===== src/rtl/event_drain_master_pkg.sv =====
// Shared definitions for the event drain master: STATUS bit layout,
// default monitor register map and the drain FSM state encoding.
package event_drain_pkg;

    localparam int STATUS_TRIG_BIT  = 0;
    localparam int STATUS_OVF_BIT   = 1;
    localparam int STATUS_EMPTY_BIT = 2;

    localparam logic [7:0] DEF_ADDR_STATUS   = 8'h0C;
    localparam logic [7:0] DEF_ADDR_EVT_ID   = 8'h10;
    localparam logic [7:0] DEF_ADDR_EVT_TS   = 8'h14;
    localparam logic [7:0] DEF_ADDR_EVT_DATA = 8'h18;
    localparam logic [7:0] DEF_ADDR_EVT_POP  = 8'h1C;

    typedef logic [3:0] drain_state_t;

    localparam drain_state_t ST_IDLE      = 4'd0;
    localparam drain_state_t ST_POLL      = 4'd1;
    localparam drain_state_t ST_POLL_W    = 4'd2;
    localparam drain_state_t ST_GAP       = 4'd3;
    localparam drain_state_t ST_RD_ID     = 4'd4;
    localparam drain_state_t ST_RD_ID_W   = 4'd5;
    localparam drain_state_t ST_RD_TS     = 4'd6;
    localparam drain_state_t ST_RD_TS_W   = 4'd7;
    localparam drain_state_t ST_RD_DATA   = 4'd8;
    localparam drain_state_t ST_RD_DATA_W = 4'd9;
    localparam drain_state_t ST_POP       = 4'd10;
    localparam drain_state_t ST_OUT       = 4'd11;

    // States that drive a read strobe; the following state captures rdata.
    function automatic logic is_rd_state(input drain_state_t s);
        return (s == ST_POLL) || (s == ST_RD_ID) || (s == ST_RD_TS) || (s == ST_RD_DATA);
    endfunction

endpackage


===== src/rtl/event_drain_master_if.sv =====
// Bus and event-stream bundle between the drain master, the monitor's
// register port and the downstream event consumer.
interface event_drain_master_if #(
    parameter int ID_W    = 8,
    parameter int TS_W    = 32,
    parameter int PROBE_W = 32
);
    import event_drain_pkg::*;

    logic               bus_wr;
    logic               bus_rd;
    logic [7:0]         bus_addr;
    logic [31:0]        bus_wdata;
    logic [31:0]        bus_rdata;

    logic               ev_valid;
    logic               ev_ready;
    logic [ID_W-1:0]    ev_id;
    logic [TS_W-1:0]    ev_ts;
    logic [PROBE_W-1:0] ev_data;

    modport master (
        output bus_wr, bus_rd, bus_addr, bus_wdata,
        input  bus_rdata,
        output ev_valid, ev_id, ev_ts, ev_data,
        input  ev_ready
    );

    modport slave (
        input  bus_wr, bus_rd, bus_addr, bus_wdata,
        output bus_rdata,
        input  ev_valid, ev_id, ev_ts, ev_data,
        output ev_ready
    );

endinterface


===== src/rtl/event_drain_master.sv =====
// Polls the event monitor STATUS register, reads and pops each head record
// and hands it to a valid/ready stream consumer.
//
// state        | meaning
// -------------+-------------------------------------------------------
// IDLE         | waiting for en
// POLL         | read strobe to STATUS
// POLL_W       | capture STATUS, decide: fetch record / gap / idle
// GAP          | idle POLL_GAP cycles between empty polls
// RD_ID(_W)    | read strobe / capture of head event ID
// RD_TS(_W)    | read strobe / capture of head timestamp
// RD_DATA(_W)  | read strobe / capture of head probe data
// POP          | write strobe to POP register
// OUT          | record presented on the stream until ev_ready
module event_drain_master
    import event_drain_pkg::*;
#(
    parameter int         ID_W          = 8,
    parameter int         TS_W          = 32,
    parameter int         PROBE_W       = 32,
    parameter int         POLL_GAP      = 4,
    parameter logic [7:0] ADDR_STATUS   = DEF_ADDR_STATUS,
    parameter logic [7:0] ADDR_EVT_ID   = DEF_ADDR_EVT_ID,
    parameter logic [7:0] ADDR_EVT_TS   = DEF_ADDR_EVT_TS,
    parameter logic [7:0] ADDR_EVT_DATA = DEF_ADDR_EVT_DATA,
    parameter logic [7:0] ADDR_EVT_POP  = DEF_ADDR_EVT_POP
) (
    input  logic                  clk,
    input  logic                  rst,
    input  logic                  en,
    event_drain_master_if.master  drain,
    output logic                  ovf_seen,
    input  logic                  ovf_clr,
    output logic [15:0]           ev_count
);

    localparam logic [15:0] GAP_LOAD = (POLL_GAP > 0) ? 16'(POLL_GAP - 1) : 16'd0;

    drain_state_t state;
    drain_state_t state_nxt;
    logic [15:0]  gap_cnt;
    logic         status_empty;
    logic         status_ovf;
    logic         handshake;

    function automatic logic [7:0] rd_addr(input drain_state_t s);
        case (s)
            ST_POLL:    rd_addr = ADDR_STATUS;
            ST_RD_ID:   rd_addr = ADDR_EVT_ID;
            ST_RD_TS:   rd_addr = ADDR_EVT_TS;
            ST_RD_DATA: rd_addr = ADDR_EVT_DATA;
            default:    rd_addr = 8'h00;
        endcase
    endfunction

    // Address/data are forced to zero whenever no strobe is driven.
    assign drain.bus_rd    = is_rd_state(state);
    assign drain.bus_wr    = (state == ST_POP);
    assign drain.bus_addr  = (state == ST_POP) ? ADDR_EVT_POP : rd_addr(state);
    assign drain.bus_wdata = (state == ST_POP) ? 32'h0000_0001 : 32'h0000_0000;
    assign drain.ev_valid  = (state == ST_OUT);

    assign status_empty = drain.bus_rdata[STATUS_EMPTY_BIT];
    assign status_ovf   = drain.bus_rdata[STATUS_OVF_BIT];
    assign handshake    = (state == ST_OUT) && drain.ev_ready;

    always_comb begin
        state_nxt = state;
        case (state)
            ST_IDLE:      if (en) state_nxt = ST_POLL;
            ST_POLL:      state_nxt = ST_POLL_W;
            ST_POLL_W: begin
                if (!status_empty)     state_nxt = ST_RD_ID;
                else if (!en)          state_nxt = ST_IDLE;
                else if (POLL_GAP > 0) state_nxt = ST_GAP;
                else                   state_nxt = ST_POLL;
            end
            ST_GAP: begin
                if (!en)               state_nxt = ST_IDLE;
                else if (gap_cnt == 0) state_nxt = ST_POLL;
            end
            ST_RD_ID:     state_nxt = ST_RD_ID_W;
            ST_RD_ID_W:   state_nxt = ST_RD_TS;
            ST_RD_TS:     state_nxt = ST_RD_TS_W;
            ST_RD_TS_W:   state_nxt = ST_RD_DATA;
            ST_RD_DATA:   state_nxt = ST_RD_DATA_W;
            ST_RD_DATA_W: state_nxt = ST_POP;
            ST_POP:       state_nxt = ST_OUT;
            // Once a record is popped it is always delivered, whatever en does.
            ST_OUT:       if (drain.ev_ready) state_nxt = en ? ST_POLL : ST_IDLE;
            default:      state_nxt = ST_IDLE;
        endcase
    end

    always_ff @(posedge clk) begin
        if (rst) begin
            state <= ST_IDLE;
        end else begin
            state <= state_nxt;
        end
    end

    always_ff @(posedge clk) begin
        if (rst) begin
            gap_cnt <= 16'd0;
        end else if (state == ST_IDLE) begin
            gap_cnt <= 16'd0;
        end else if (state == ST_POLL_W) begin
            gap_cnt <= GAP_LOAD;
        end else if ((state == ST_GAP) && (gap_cnt != 16'd0)) begin
            gap_cnt <= gap_cnt - 16'd1;
        end
    end

    always_ff @(posedge clk) begin
        if (rst) begin
            drain.ev_id   <= '0;
            drain.ev_ts   <= '0;
            drain.ev_data <= '0;
        end else begin
            case (state)
                ST_RD_ID_W:   drain.ev_id   <= drain.bus_rdata[ID_W-1:0];
                ST_RD_TS_W:   drain.ev_ts   <= drain.bus_rdata[TS_W-1:0];
                ST_RD_DATA_W: drain.ev_data <= drain.bus_rdata[PROBE_W-1:0];
                default: ;
            endcase
        end
    end

    // A fresh overflow observation beats a simultaneous clear.
    always_ff @(posedge clk) begin
        if (rst) begin
            ovf_seen <= 1'b0;
        end else if ((state == ST_POLL_W) && status_ovf) begin
            ovf_seen <= 1'b1;
        end else if (ovf_clr) begin
            ovf_seen <= 1'b0;
        end
    end

    always_ff @(posedge clk) begin
        if (rst) begin
            ev_count <= 16'd0;
        end else if (handshake) begin
            ev_count <= ev_count + 16'd1;
        end
    end

    a_one_strobe: assert property (@(posedge clk) disable iff (rst)
        !(drain.bus_wr && drain.bus_rd));

    a_single_cycle_strobe: assert property (@(posedge clk) disable iff (rst)
        (drain.bus_wr || drain.bus_rd) |=> !(drain.bus_wr || drain.bus_rd));

endmodule


===== src/flat_wrapper.sv =====
// flat-port wrapper written by rule: the top's interface ports become plain ports
module event_drain_master_flat import event_drain_pkg::*;
#(
    parameter int         ID_W          = 8,
    parameter int         TS_W          = 32,
    parameter int         PROBE_W       = 32,
    parameter int         POLL_GAP      = 4,
    parameter logic [7:0] ADDR_STATUS   = DEF_ADDR_STATUS,
    parameter logic [7:0] ADDR_EVT_ID   = DEF_ADDR_EVT_ID,
    parameter logic [7:0] ADDR_EVT_TS   = DEF_ADDR_EVT_TS,
    parameter logic [7:0] ADDR_EVT_DATA = DEF_ADDR_EVT_DATA,
    parameter logic [7:0] ADDR_EVT_POP  = DEF_ADDR_EVT_POP
)
  (clk, rst, en, ovf_seen, ovf_clr, ev_count, drain_bus_wr, drain_bus_rd, drain_bus_addr, drain_bus_wdata, drain_bus_rdata, drain_ev_valid, drain_ev_id, drain_ev_ts, drain_ev_data, drain_ev_ready);
  event_drain_master_if #(.ID_W(ID_W), .TS_W(TS_W), .PROBE_W(PROBE_W)) drain_i ();
  input  logic clk;
  input  logic rst;
  input  logic en;
  output logic ovf_seen;
  input  logic ovf_clr;
  output logic [15:0] ev_count;
  output wire logic [$bits(drain_i.bus_wr)-1:0] drain_bus_wr;
  output wire logic [$bits(drain_i.bus_rd)-1:0] drain_bus_rd;
  output wire logic [$bits(drain_i.bus_addr)-1:0] drain_bus_addr;
  output wire logic [$bits(drain_i.bus_wdata)-1:0] drain_bus_wdata;
  input wire logic [$bits(drain_i.bus_rdata)-1:0] drain_bus_rdata;
  output wire logic [$bits(drain_i.ev_valid)-1:0] drain_ev_valid;
  output wire logic [$bits(drain_i.ev_id)-1:0] drain_ev_id;
  output wire logic [$bits(drain_i.ev_ts)-1:0] drain_ev_ts;
  output wire logic [$bits(drain_i.ev_data)-1:0] drain_ev_data;
  input wire logic [$bits(drain_i.ev_ready)-1:0] drain_ev_ready;
  assign drain_bus_wr = drain_i.bus_wr;
  assign drain_bus_rd = drain_i.bus_rd;
  assign drain_bus_addr = drain_i.bus_addr;
  assign drain_bus_wdata = drain_i.bus_wdata;
  assign drain_i.bus_rdata = drain_bus_rdata;
  assign drain_ev_valid = drain_i.ev_valid;
  assign drain_ev_id = drain_i.ev_id;
  assign drain_ev_ts = drain_i.ev_ts;
  assign drain_ev_data = drain_i.ev_data;
  assign drain_i.ev_ready = drain_ev_ready;
  event_drain_master #(.ID_W(ID_W), .TS_W(TS_W), .PROBE_W(PROBE_W), .POLL_GAP(POLL_GAP), .ADDR_STATUS(ADDR_STATUS), .ADDR_EVT_ID(ADDR_EVT_ID), .ADDR_EVT_TS(ADDR_EVT_TS), .ADDR_EVT_DATA(ADDR_EVT_DATA), .ADDR_EVT_POP(ADDR_EVT_POP)) u_core (.clk(clk), .rst(rst), .en(en), .drain(drain_i), .ovf_seen(ovf_seen), .ovf_clr(ovf_clr), .ev_count(ev_count));
endmodule

===== config.mk =====
export PLATFORM = sky130hd
export DESIGN_NAME = event_drain_master_flat
export DESIGN_NICKNAME = d
export VERILOG_FILES = /design/src/rtl/event_drain_master_pkg.sv /design/src/rtl/event_drain_master_if.sv /design/src/rtl/event_drain_master.sv /design/src/flat_wrapper.sv
export SDC_FILE = /design/constraint.sdc
export NUM_CORES = 1
export LEC_CHECK = 0
export ABC_AREA = 1
export BUFFER_PORTS_ARGS = -buffer_cell sky130_fd_sc_hd__clkbuf_2
export CORE_MARGIN = 2
export CORE_UTILIZATION = 50
export CTS_CLUSTER_DIAMETER = 100
export DETAILED_ROUTE_END_ITERATION = 16
export PLACE_DENSITY = 0.78
export SETUP_SLACK_MARGIN = 0.15
export SLEW_MARGIN = 10
export SYNTH_ARGS = -nofsm -noshare
export SYNTH_HDL_FRONTEND = slang
export SYNTH_SLANG_ARGS = --single-unit

===== constraint.sdc =====
create_clock -name clk -period 1.9 [get_ports clk]
set_input_delay 0.285 -clock clk [delete_from_list [all_inputs] [get_ports clk]]
set_output_delay 0.285 -clock clk [all_outputs]
set_load 0.05 [all_outputs]

==> impl_metrics.py, run 1 <==
metrics = {
    "routing": {
        "drc": 0,
        "first_iter_violations": 202,
        "drt-wirelength-per-cell_um": 12.37,
        "routed_wl_um": 11960,
        "firstDrtPassIters": 6,
        "antenna_left": 0,
        "vias": 4631,
        "drt-vias-per-instance": 4.789,
    },
    "yosys": {
        "ys_seq_area_share_pct": 44.20,
        "netlist_instances": 706,
        "synth_area_um2": 4937,
        "ys_warn_count": 0,
        "yosys.cell_types.count": 33,
        "avgSynthCellArea_um2": 6.993,
        "ys_seq_elements": 109,
    },
    "timing": {
        "period_minus_slack_ns": 1.675,
        "setup_ws_ns": 0.2246,
        "min_period_over_period_pct": 88.18,
        "finalMaxSlewViolations": 0,
        "fmax_mhz": 596.9,
        "fin_hold_ws_ns": 0.1476,
        "setup_tns_ns": 0,
        "skew_ns": 0.01416,
        "rsz0062_at_grt": "no",
        "hold_violations": 0,
        "setup_viol": 0,
    },
    "clock_network": {
        "cts-root-buf": "clkbuf_8",
        "cts_tree": "built",
        "clockBufferDepth": 2,
        "ctsHoldBuffers": 0,
        "cts_buffers": 9,
        "cts.sinks": 109,
        "cts.clk_slew.worst_paths_ns": 0.12,
        "cts_max_level": 3,
        "post_cts_buffers": 0,
        "clk_latency_ns": 0.37,
    },
    "finish": {
        "nets": 869,
        "fin_cells": 967,
        "drive_gt1_share_pct": 22.30,
        "fillers": 890,
        "seq_area_um2": 2195,
        "multi_input_area_um2": 2337,
        "layout_commonest_cell": "nor2_1",
        "n_antenna_cell": 0,
        "final_area_um2": 5881,
        "areaGrowthSynthToFinish_pct": 19.11,
        "layout_common_cells": "nor2_1 (206), clkbuf_2 (128), nand2_1 (110)",
        "fin_util_pct": 60.72,
    },
    "hold_path": {
        "hold_class": "input pin to flip-flop",
    },
    "floorplanning": {
        "start_util_pct": 50.98,
        "die_area_um2": 10690,
        "rows": 36,
        "core_area_um2": 9684,
        "die-height_um": 103.4,
        "ioPinCount": 169,
        "die_width_um": 103.4,
    },
    "run_status": {
        "status": "finished, final reports clean",
    },
    "setup_path": {
        "worstSetupPathType": "flip-flop to output pin",
        "cp-start-kind": "flip-flop",
        "crit_required_ns": 1.62,
        "cp.arrival_ns": 1.39,
        "crit_fanout": 5,
        "worstSetupEndpointType": "output pin",
    },
    "pwr": {
        "p_leak_nw": 2.995,
        "p_total_mw": 4.856,
        "powerDensity_nw_per_um2": 825.7,
        "vdd_drop_max_mv": 0.3855,
    },
    "run": {
        "cap_violations": 0,
    },
    "grt": {
        "antenna_found_initial": 0,
        "track_usage_pct": 22.58,
        "grt_max_degree": 86,
        "grt_pass1_vias": 4165,
        "grt_remaining_overflow": 0,
        "grt_pass1_wl_um": 19300,
    },
    "place": {
        "io_buffers": 132,
        "dp_hpwl_um": 8432,
        "dpl_worst_slack_ns": 0.2771,
        "placed_area_um2": 5588,
        "gp_congestion": 0.9377,
        "dp.cells": 951,
    },
}
## per-layer routing
layer  vias to the layer above  GRT usage (%)  share of wire, %
met4                         0          6.478              0.69
met1                      2079          29.63                45
li1                       2400              -                 -
met2                       146          36.77                47
met5                         -              0                 0
met3                         6          5.914               7.5
## report_power, final
part	switching [mW]	internal [mW]
clock	0.879	0.655
sequential	0.0453	2.33
combinational	0.696	0.250
## flip-flops by register name (all words and copies together), names as in the netlist
name                  count
u_core.ev_count          16
u_core.drain.ev_id        8
u_core.gap_cnt           16
u_core.drain.ev_ts       32
u_core.drain.ev_data     32
u_core.ovf_seen           1
u_core.state              4
## critical path: stages, from the launching register on
cell and delay (ns):
dfxtp_2 0.41, inv_2 0.07, nand2_2 0.12, nand2_1 0.11, nand2_1 0.12, inv_1 0.06
buf_6 0.15
## cell usage after synthesis
| master | instances | area (µm²) |
|---|---|---|
| xnor2_1 | 2 | 17.52 |
| nand3_1 | 17 | 85.08 |
| a21oi_1 | 23 | 115.1 |
| nand2_4 | 3 | 33.78 |
| nand3_4 | 1 | 17.52 |
| clkbuf_1 | 16 | 60.06 |
| buf_1 | 1 | 3.750 |
| o21ai_0 | 73 | 365.4 |
| buf_2 | 5 | 25.02 |
| buf_6 | 1 | 11.26 |
| nor2_2 | 1 | 6.260 |
| o22ai_1 | 1 | 6.260 |
| o21ai_1 | 5 | 25.02 |
| nand2_1 | 113 | 424.2 |
| nor2_4 | 3 | 33.78 |
| nand4_1 | 8 | 50.05 |
| nor3_4 | 1 | 16.27 |
| inv_1 | 47 | 176.4 |
| o21bai_1 | 3 | 22.52 |
| nor2_1 | 210 | 788.3 |
| ha_1 | 3 | 37.54 |
| clkinv_2 | 1 | 5.000 |
| conb_1 | 1 | 3.750 |
| nor3b_1 | 1 | 7.510 |
| xor2_1 | 5 | 43.79 |
| o211ai_1 | 1 | 7.510 |
| nand3b_1 | 5 | 37.54 |
| nand2_2 | 2 | 12.51 |
| dfxtp_1 | 109 | 2182 |
| and3_1 | 1 | 6.260 |
| nor3_1 | 2 | 10.01 |
| inv_2 | 2 | 7.510 |
| buf_4 | 39 | 292.8 |
## layout make-up
cell class / count / area share [%]
sequential: 109 / 37.32
inverter: 50 / 3.255
timing repair buffer: 139 / 13.02
clock inverter: 7 / 1.723
clock buffer: 9 / 2.106
tap: 133 / 2.830
multi-input combinational: 520 / 39.74
## cell families after synthesis
| logic type | Yosys count | synth area share, % |
|---|---|---|
| xor gates and xnor gates | 7 | 1.242 |
| other | 1 | 0.07595 |
| buffers and inverters | 112 | 11.78 |
| DFF | 109 | 44.20 |
| adders and majority gates | 3 | 0.7603 |
| and+or+nand+nor | 368 | 30.97 |
| AOI/OAI and AO/OA | 106 | 10.97 |
## worst paths after layout
kind | startpoint | depth (start not counted) | slack (ns) | to
setup / recovery | u_core.state[3]$_SDFFE_PP0P_ | 6 | 0.22 | drain_bus_addr[4]
hold / removal | drain_bus_rdata[29] | 3 | 0.15 | u_core.drain.ev_data[29]$_SDFFE_PP0P_
hold reg to reg | u_core.ev_count[4]$_SDFFE_PP0P_ | 2 | 0.47 | u_core.ev_count[4]$_SDFFE_PP0P_
setup reg to reg | u_core.gap_cnt[0]$_SDFFE_PP0P_ | 10 | 0.40 | u_core.gap_cnt[9]$_SDFFE_PP0P_
## repair_timing
item | in CTS | in global routing
gates resized for setup | 14 | 15
hold endpoints to repair | 0 | 0
setup endpoints to repair | 7 | 17
Note: power is estimated with default switching activity, not from simulation.
==> inputs of run 2 (changes only) <==
Settings changed: CELL_PAD_IN_SITES_DETAIL_PLACEMENT set to 1, CELL_PAD_IN_SITES_GLOBAL_PLACEMENT set to 1, CORE_UTILIZATION 50 to 35.
==> run 2 against run 1 <==
Register-to-register slack got worse by 0.09 ns. Final cell count is 4.9% higher. Non-clock buffer count unchanged. Critical endpoint is now drain_ev_valid.
==> impl_metrics.py, run 2 (synthesis gave the netlist of run 1 again) <==
metrics = {
    "run_status": {
        "status": "finished, final reports clean",
    },
    "floorplanning": {
        "rows": 43,
        "die_area_um2": 15070,
        "core_area_um2": 13830,
        "die_width_um": 122.8,
        "ioPinCount": 169,
        "die-height_um": 122.8,
        "start_util_pct": 35.71,
    },
    "setup_path": {
        "crit_fanout": 5,
        "cp-start-kind": "flip-flop",
        "crit_required_ns": 1.62,
        "crit_family": "buffers and inverters",
        "critical_path_buf_inv_count": 2,
        "cpPeakStageDelay_ns": 0.37,
        "cp.arrival_ns": 1.43,
        "worstSetupPathType": "flip-flop to output pin",
        "crit_chain": "inv_1 -> nand2_4 -> nor2_1 -> clkbuf_2",
        "worstSetupEndpointType": "output pin",
        "slowest_stage": "dfxtp_4",
    },
    "timing": {
        "min_period_over_period_pct": 90.15,
        "finalMaxSlewViolations": 0,
        "setup_viol": 0,
        "skew_ns": 0.007299,
        "period_minus_slack_ns": 1.713,
        "fmax_mhz": 583.9,
        "hold_violations": 0,
        "setup_tns_ns": 0,
        "rsz0062_at_grt": "yes",
    },
    "routing": {
        "drt-vias-per-instance": 4.711,
        "first_iter_violations": 221,
        "routed_wl_um": 14520,
        "antenna_left": 0,
        "vias": 4777,
        "drt-wirelength-per-cell_um": 14.31,
        "firstDrtPassIters": 6,
        "drc": 0,
    },
    "finish": {
        "multi_input_area_um2": 2360,
        "areaGrowthSynthToFinish_pct": 21.64,
        "fillers": 1835,
        "final_area_um2": 6006,
        "seq_area_um2": 2197,
        "layout_common_cells": "nor2_1 (205), clkbuf_2 (128), nand2_1 (108)",
        "drive_gt1_share_pct": 22.54,
        "fin_cells": 1014,
        "layout_commonest_cell": "nor2_1",
        "nets": 869,
        "reg_top3": "u_core.drain.ev_data (32), u_core.drain.ev_ts (32)",
        "n_antenna_cell": 0,
        "fin_util_pct": 43.44,
    },
    "place": {
        "placed_area_um2": 5634,
        "io_buffers": 132,
        "gp_congestion": 0.8244,
        "dp_hpwl_um": 10450,
        "dp.cells": 998,
    },
    "clock_network": {
        "cts.sinks": 109,
        "cts_max_level": 3,
        "clockBufferDepth": 2,
        "clk_latency_ns": 0.36,
        "cts_buffers": 9,
        "cts.clk_slew.worst_paths_ns": 0.08,
        "cts_tree": "built",
        "cts-root-buf": "clkbuf_16",
    },
    "pwr": {
        "vdd_drop_max_mv": 0.3664,
        "powerDensity_nw_per_um2": 863.9,
        "p_leak_nw": 3.021,
        "p_total_mw": 5.189,
    },
    "grt": {
        "antenna_found_initial": 0,
        "grt_pass1_wl_um": 23470,
        "grt_max_degree": 86,
        "grt_pass1_vias": 4824,
        "grt_remaining_overflow": 0,
        "track_usage_pct": 19.61,
    },
    "hold_path": {
        "hold_class": "input pin to flip-flop",
    },
    "run": {
        "cap_violations": 0,
    },
}
run 2: cell type report:
class / count / share of cell area [%]
tap: 180 / 3.750
sequential: 109 / 36.58
multi-input combinational: 520 / 39.29
clock inverter: 6 / 0.8542
inverter: 50 / 3.188
timing repair buffer: 139 / 12.52
clock buffer: 10 / 3.813
run 2: path summary, 6_finish.rpt:
check	end	cells past startpoint	start	slack, ns
worst max-delay path	drain_ev_valid	4	u_core.state[2]$_SDFFE_PP0P_	0.19
worst min-delay path	u_core.drain.ev_ts[18]$_SDFFE_PP0N_	3	drain_bus_rdata[18]	0.17
worst max register to register	u_core.gap_cnt[9]$_SDFFE_PP0P_	10	u_core.gap_cnt[0]$_SDFFE_PP0P_	0.31
worst min register to register	u_core.ovf_seen$_SDFFE_PP0P_	2	u_core.ovf_seen$_SDFFE_PP0P_	0.47
run 2: power by group:
part / switching [mW] / internal, mW / leakage, nW / total [mW]
Sequential: 0.0485 / 2.33 / 0.882 / 2.38
Clock: 0.922 / 0.918 / 0.140 / 1.84
Combinational: 0.719 / 0.253 / 2.00 / 0.973
run 2: repair_timing:
action                     4_1_cts  5_1_grt
cloned                           0        0
setup endpoints to repair        7       21
buffers inserted                 0        0
gates resized for setup         17       16
pin swaps                        0        2
hold buffers                     0        0
run 2: worst register-to-register path, cell delays in order (launching register included):
cell	delay (ns)
dfxtp_1	0.39
inv_1	0.12
ha_1	0.23
nand2_1	0.07
nor2_1	0.05
nand2_2	0.14
nand2_4	0.16
inv_4	0.17
nand3_1	0.09
nand2_1	0.06
nor2_1	0.03
run 2: per-layer routing:
| metal | up-vias | GRT usage, % | share of wire, % |
|---|---|---|---|
| met5 | - | 0 | 0 |
| met4 | 0 | 6.034 | 1.2 |
| met3 | 10 | 5.669 | 6.9 |
| met2 | 105 | 32.91 | 48 |
| met1 | 2265 | 24.20 | 44 |
| li1 | 2397 | - | - |
run 2: stage by stage:
stage	hold WS, ns	worst slack, ns
floorplan	0.4199	0.09163
global placement	0.4564	0.2847
finish	0.1692	0.1872
CTS	0.1581	0.1518
detailed placement	0.4696	0.2307
global route	0.1768	0.1356
==> inputs of run 3 (changes only) <==
Settings changed: ABC_AREA 1 to 0, PLACE_DENSITY 0.78 to 0.77.
==> run 3 against run 2 <==
Synthesized cell count decreased by 15%. Worst hold slack got worse by 0.013 ns. Sequential cell count unchanged. Via count increased by 0.86%. Critical path depth unchanged. Critical endpoint is now u_core.gap_cnt[12]$_SDFFE_PP0P_. Largest power group is now combinational logic. Highest routed layer unchanged.
==> impl_metrics.py, run 3 <==
metrics = {
    "run_status": {
        "status": "finished, final reports clean",
    },
    "clock_network": {
        "clk_latency_ns": 0.36,
        "cts_max_level": 3,
        "cts.clk_slew.worst_paths_ns": 0.08,
        "cts-root-buf": "clkbuf_16",
        "clockBufferDepth": 2,
        "cts_buffers": 9,
        "cts_tree": "built",
        "cts.sinks": 109,
    },
    "finish": {
        "layout_commonest_cell": "nand2_1",
        "drive_gt1_share_pct": 32.72,
        "reg_top3": "u_core.drain.ev_data (32), u_core.drain.ev_ts (32)",
        "layout_common_cells": "nand2_1 (152), clkbuf_2 (124), a21oi_1 (97)",
        "fillers": 1635,
        "nets": 793,
        "areaGrowthSynthToFinish_pct": 34.91,
        "final_area_um2": 6440,
        "n_antenna_cell": 0,
    },
    "timing": {
        "rsz0062_at_grt": "yes",
        "setup_tns_ns": 0,
        "fmax_mhz": 530.2,
        "period_minus_slack_ns": 1.886,
        "max_slew_margin_pct": 64.04,
        "tightest_slew_ns": 0.5374,
        "hold_violations": 0,
        "skew_ns": 0.006020,
        "setup_ws_ns": 0.01386,
        "fin_hold_ws_ns": 0.1561,
        "min_period_over_period_pct": 99.27,
        "setup_viol": 0,
        "finalMaxSlewViolations": 0,
    },
    "yosys": {
        "ys_seq_area_share_pct": 45.71,
        "ys_seq_elements": 109,
        "yosysTopAreaCell": "dfxtp_1",
        "yosys_most_used_dff": "dfxtp_1",
        "yosys.cell_types.count": 50,
        "ys_top_cells_by_count": "nand2_1 (153), dfxtp_1 (109), a21oi_1 (100), buf_4 (37), clkbuf_1 (35)",
        "synth_area_um2": 4773,
        "synth_top_area_share_pct": 45.71,
        "yosysMostFrequentCell": "nand2_1",
        "avgSynthCellArea_um2": 7.929,
        "netlist_instances": 602,
        "synth-edff-count": 0,
        "ys_warn_count": 0,
        "ys_async_sr_fraction_pct": 0,
        "synthTopCellsByArea": "dfxtp_1 (46%), nand2_1 (12%), a21oi_1 (10%)",
    },
    "routing": {
        "firstDrtPassIters": 4,
        "antenna_left": 0,
        "routed_wl_um": 15420,
        "drc": 0,
        "drt-wirelength-per-cell_um": 16.51,
        "vias": 4818,
        "drt-vias-per-instance": 5.158,
        "first_iter_violations": 232,
    },
    "setup_path": {
        "crit_fanout": 5,
        "worstSetupPathType": "flip-flop to flip-flop",
        "crit_family": "simple AND/OR/NAND/NOR gates",
        "cp-start-kind": "flip-flop",
        "critical_path_buf_inv_count": 0,
        "cpPeakStageDelay_ns": 0.50,
        "crit_chain": "or4_4 -> a2111o_1 -> or4_4 -> a21oi_2",
        "crit_required_ns": 2.19,
        "slowest_stage": "or4_4",
        "worstSetupEndpointType": "flip-flop",
        "cp.arrival_ns": 2.18,
        "crit_top_cell": "or4_4",
    },
    "grt": {
        "track_usage_pct": 20.57,
        "grt_remaining_overflow": 0,
        "grt_pass1_wl_um": 23940,
        "antenna_found_initial": 0,
        "grt_max_degree": 44,
        "grt_pass1_vias": 4877,
    },
    "place": {
        "placed_area_um2": 5712,
        "gp_congestion": 0.7835,
        "dpl_worst_slack_ns": -0.05311,
        "dp_hpwl_um": 10350,
        "io_buffers": 132,
    },
    "pwr": {
        "p_leak_nw": 2.595,
        "vdd_drop_max_mv": 0.4724,
        "powerDensity_nw_per_um2": 1211,
    },
    "hold_path": {
        "hold_class": "input pin to flip-flop",
    },
    "run": {
        "cap_violations": 0,
    },
    "floorplanning": {
        "rows": 42,
        "start_util_pct": 35.90,
        "core_area_um2": 13300,
        "die_width_um": 120.8,
        "die_area_um2": 14590,
        "die-height_um": 120.8,
        "ioPinCount": 169,
    },
}
-- run 3: changes by cell type in the layout (fill, tap and decap cells not counted), moves of 7 or more --
| cell | change |
|---|---|
| inv_1 | -39 |
| nor2_1 | -186 |
| a21oi_1 | +74 |
| or4_1 | +11 |
| nand2_1 | +44 |
| buf_12 | +7 |
| dfxtp_1 | -12 |
| or3_1 | +7 |
| o21ai_0 | -66 |
| buf_4 | +34 |
| o31ai_1 | +10 |
| dfxtp_2 | +13 |
-- run 3: repair_timing --
| item | in CTS | in global routing |
|---|---|---|
| endpoints found under the setup margin | 25 | 30 |
| setup buffers | 15 | 8 |
| hold buffers | 0 | 0 |
| pin swaps | 10 | 17 |
| resized for setup | 33 | 31 |
| hold endpoints to repair | 0 | 0 |
-- run 3: metal layers --
| layer | up-vias | GRT usage, % | wire [µm] |
|---|---|---|---|
| met4 | 0 | 8.503 | 382 |
| li1 | 2302 | - | - |
| met5 | - | 0 | 0 |
| met2 | 108 | 36.97 | 8156 |
| met1 | 2383 | 23.39 | 6249 |
| met3 | 25 | 4.623 | 635 |
-- run 3: cells by family after synthesis --
| group | Yosys count | synth area share, % |
|---|---|---|
| simple gates | 256 | 25.40 |
| compound gates | 139 | 16.44 |
| flops | 109 | 45.71 |
| buf+inv | 83 | 9.489 |
| xor+xnor | 8 | 1.468 |
| fa+ha+maj | 3 | 0.7865 |
| mux | 3 | 0.6291 |
| other cells | 1 | 0.07856 |
-- run 3: worst min-delay path, delay by kind of cell --
kind | cells | cell delay (ns)
AO/OA/AOI/OAI | 1 | 0.05
AND/OR/NAND/NOR | 1 | 0.05
buffers and inverters | 1 | 0.09
-- run 3: cell type report --
class                      count  area, µm²  share of cell area, %
multi-input combinational    445       2487                  38.62
sequential                   109       2210                  34.31
timing repair buffer         181       1177                  18.28
clock buffer                  10      239.0                  3.711
tap                          176      220.2                  3.419
clock inverter                 6      77.57                  1.205
inverter                       7      28.78                 0.4469
-- run 3: report_power, final --
part	total (mW)	leakage, nW	switching [mW]	internal [mW]
logic	3.25	1.55	1.99	1.26
registers	2.53	0.888	0.103	2.42
clock network	2.02	0.153	0.937	1.09
total	7.80	2.59	3.03	4.77
-- run 3: final timing paths --
| kind | from | to | slack (ns) | cells past startpoint |
|---|---|---|---|---|
| min | drain_bus_rdata[25] | u_core.drain.ev_ts[25]$_SDFFE_PP0N_ | 0.16 | 3 |
| min reg2reg | u_core.drain.ev_ts[20]$_SDFFE_PP0N_ | u_core.drain.ev_ts[20]$_SDFFE_PP0N_ | 0.46 | 2 |
| max reg2reg | u_core.gap_cnt[8]$_SDFFE_PP0P_ | u_core.gap_cnt[12]$_SDFFE_PP0P_ | 0.01 | 4 |
| max | u_core.gap_cnt[8]$_SDFFE_PP0P_ | u_core.gap_cnt[12]$_SDFFE_PP0P_ | 0.01 | 4 |
-- run 3: metrics by stage --
step | cells | util, % | power [mW]
2_1_floorplan | 637 | - | 4.370
3_3_place_gp | 895 | 42.96 | 5.069
3_5_place_dp | 895 | 42.96 | 5.174
4_1_cts | 926 | 47.05 | 7.526
5_1_grt | 934 | 48.44 | 8.138
6_report | 934 | 48.44 | 7.798
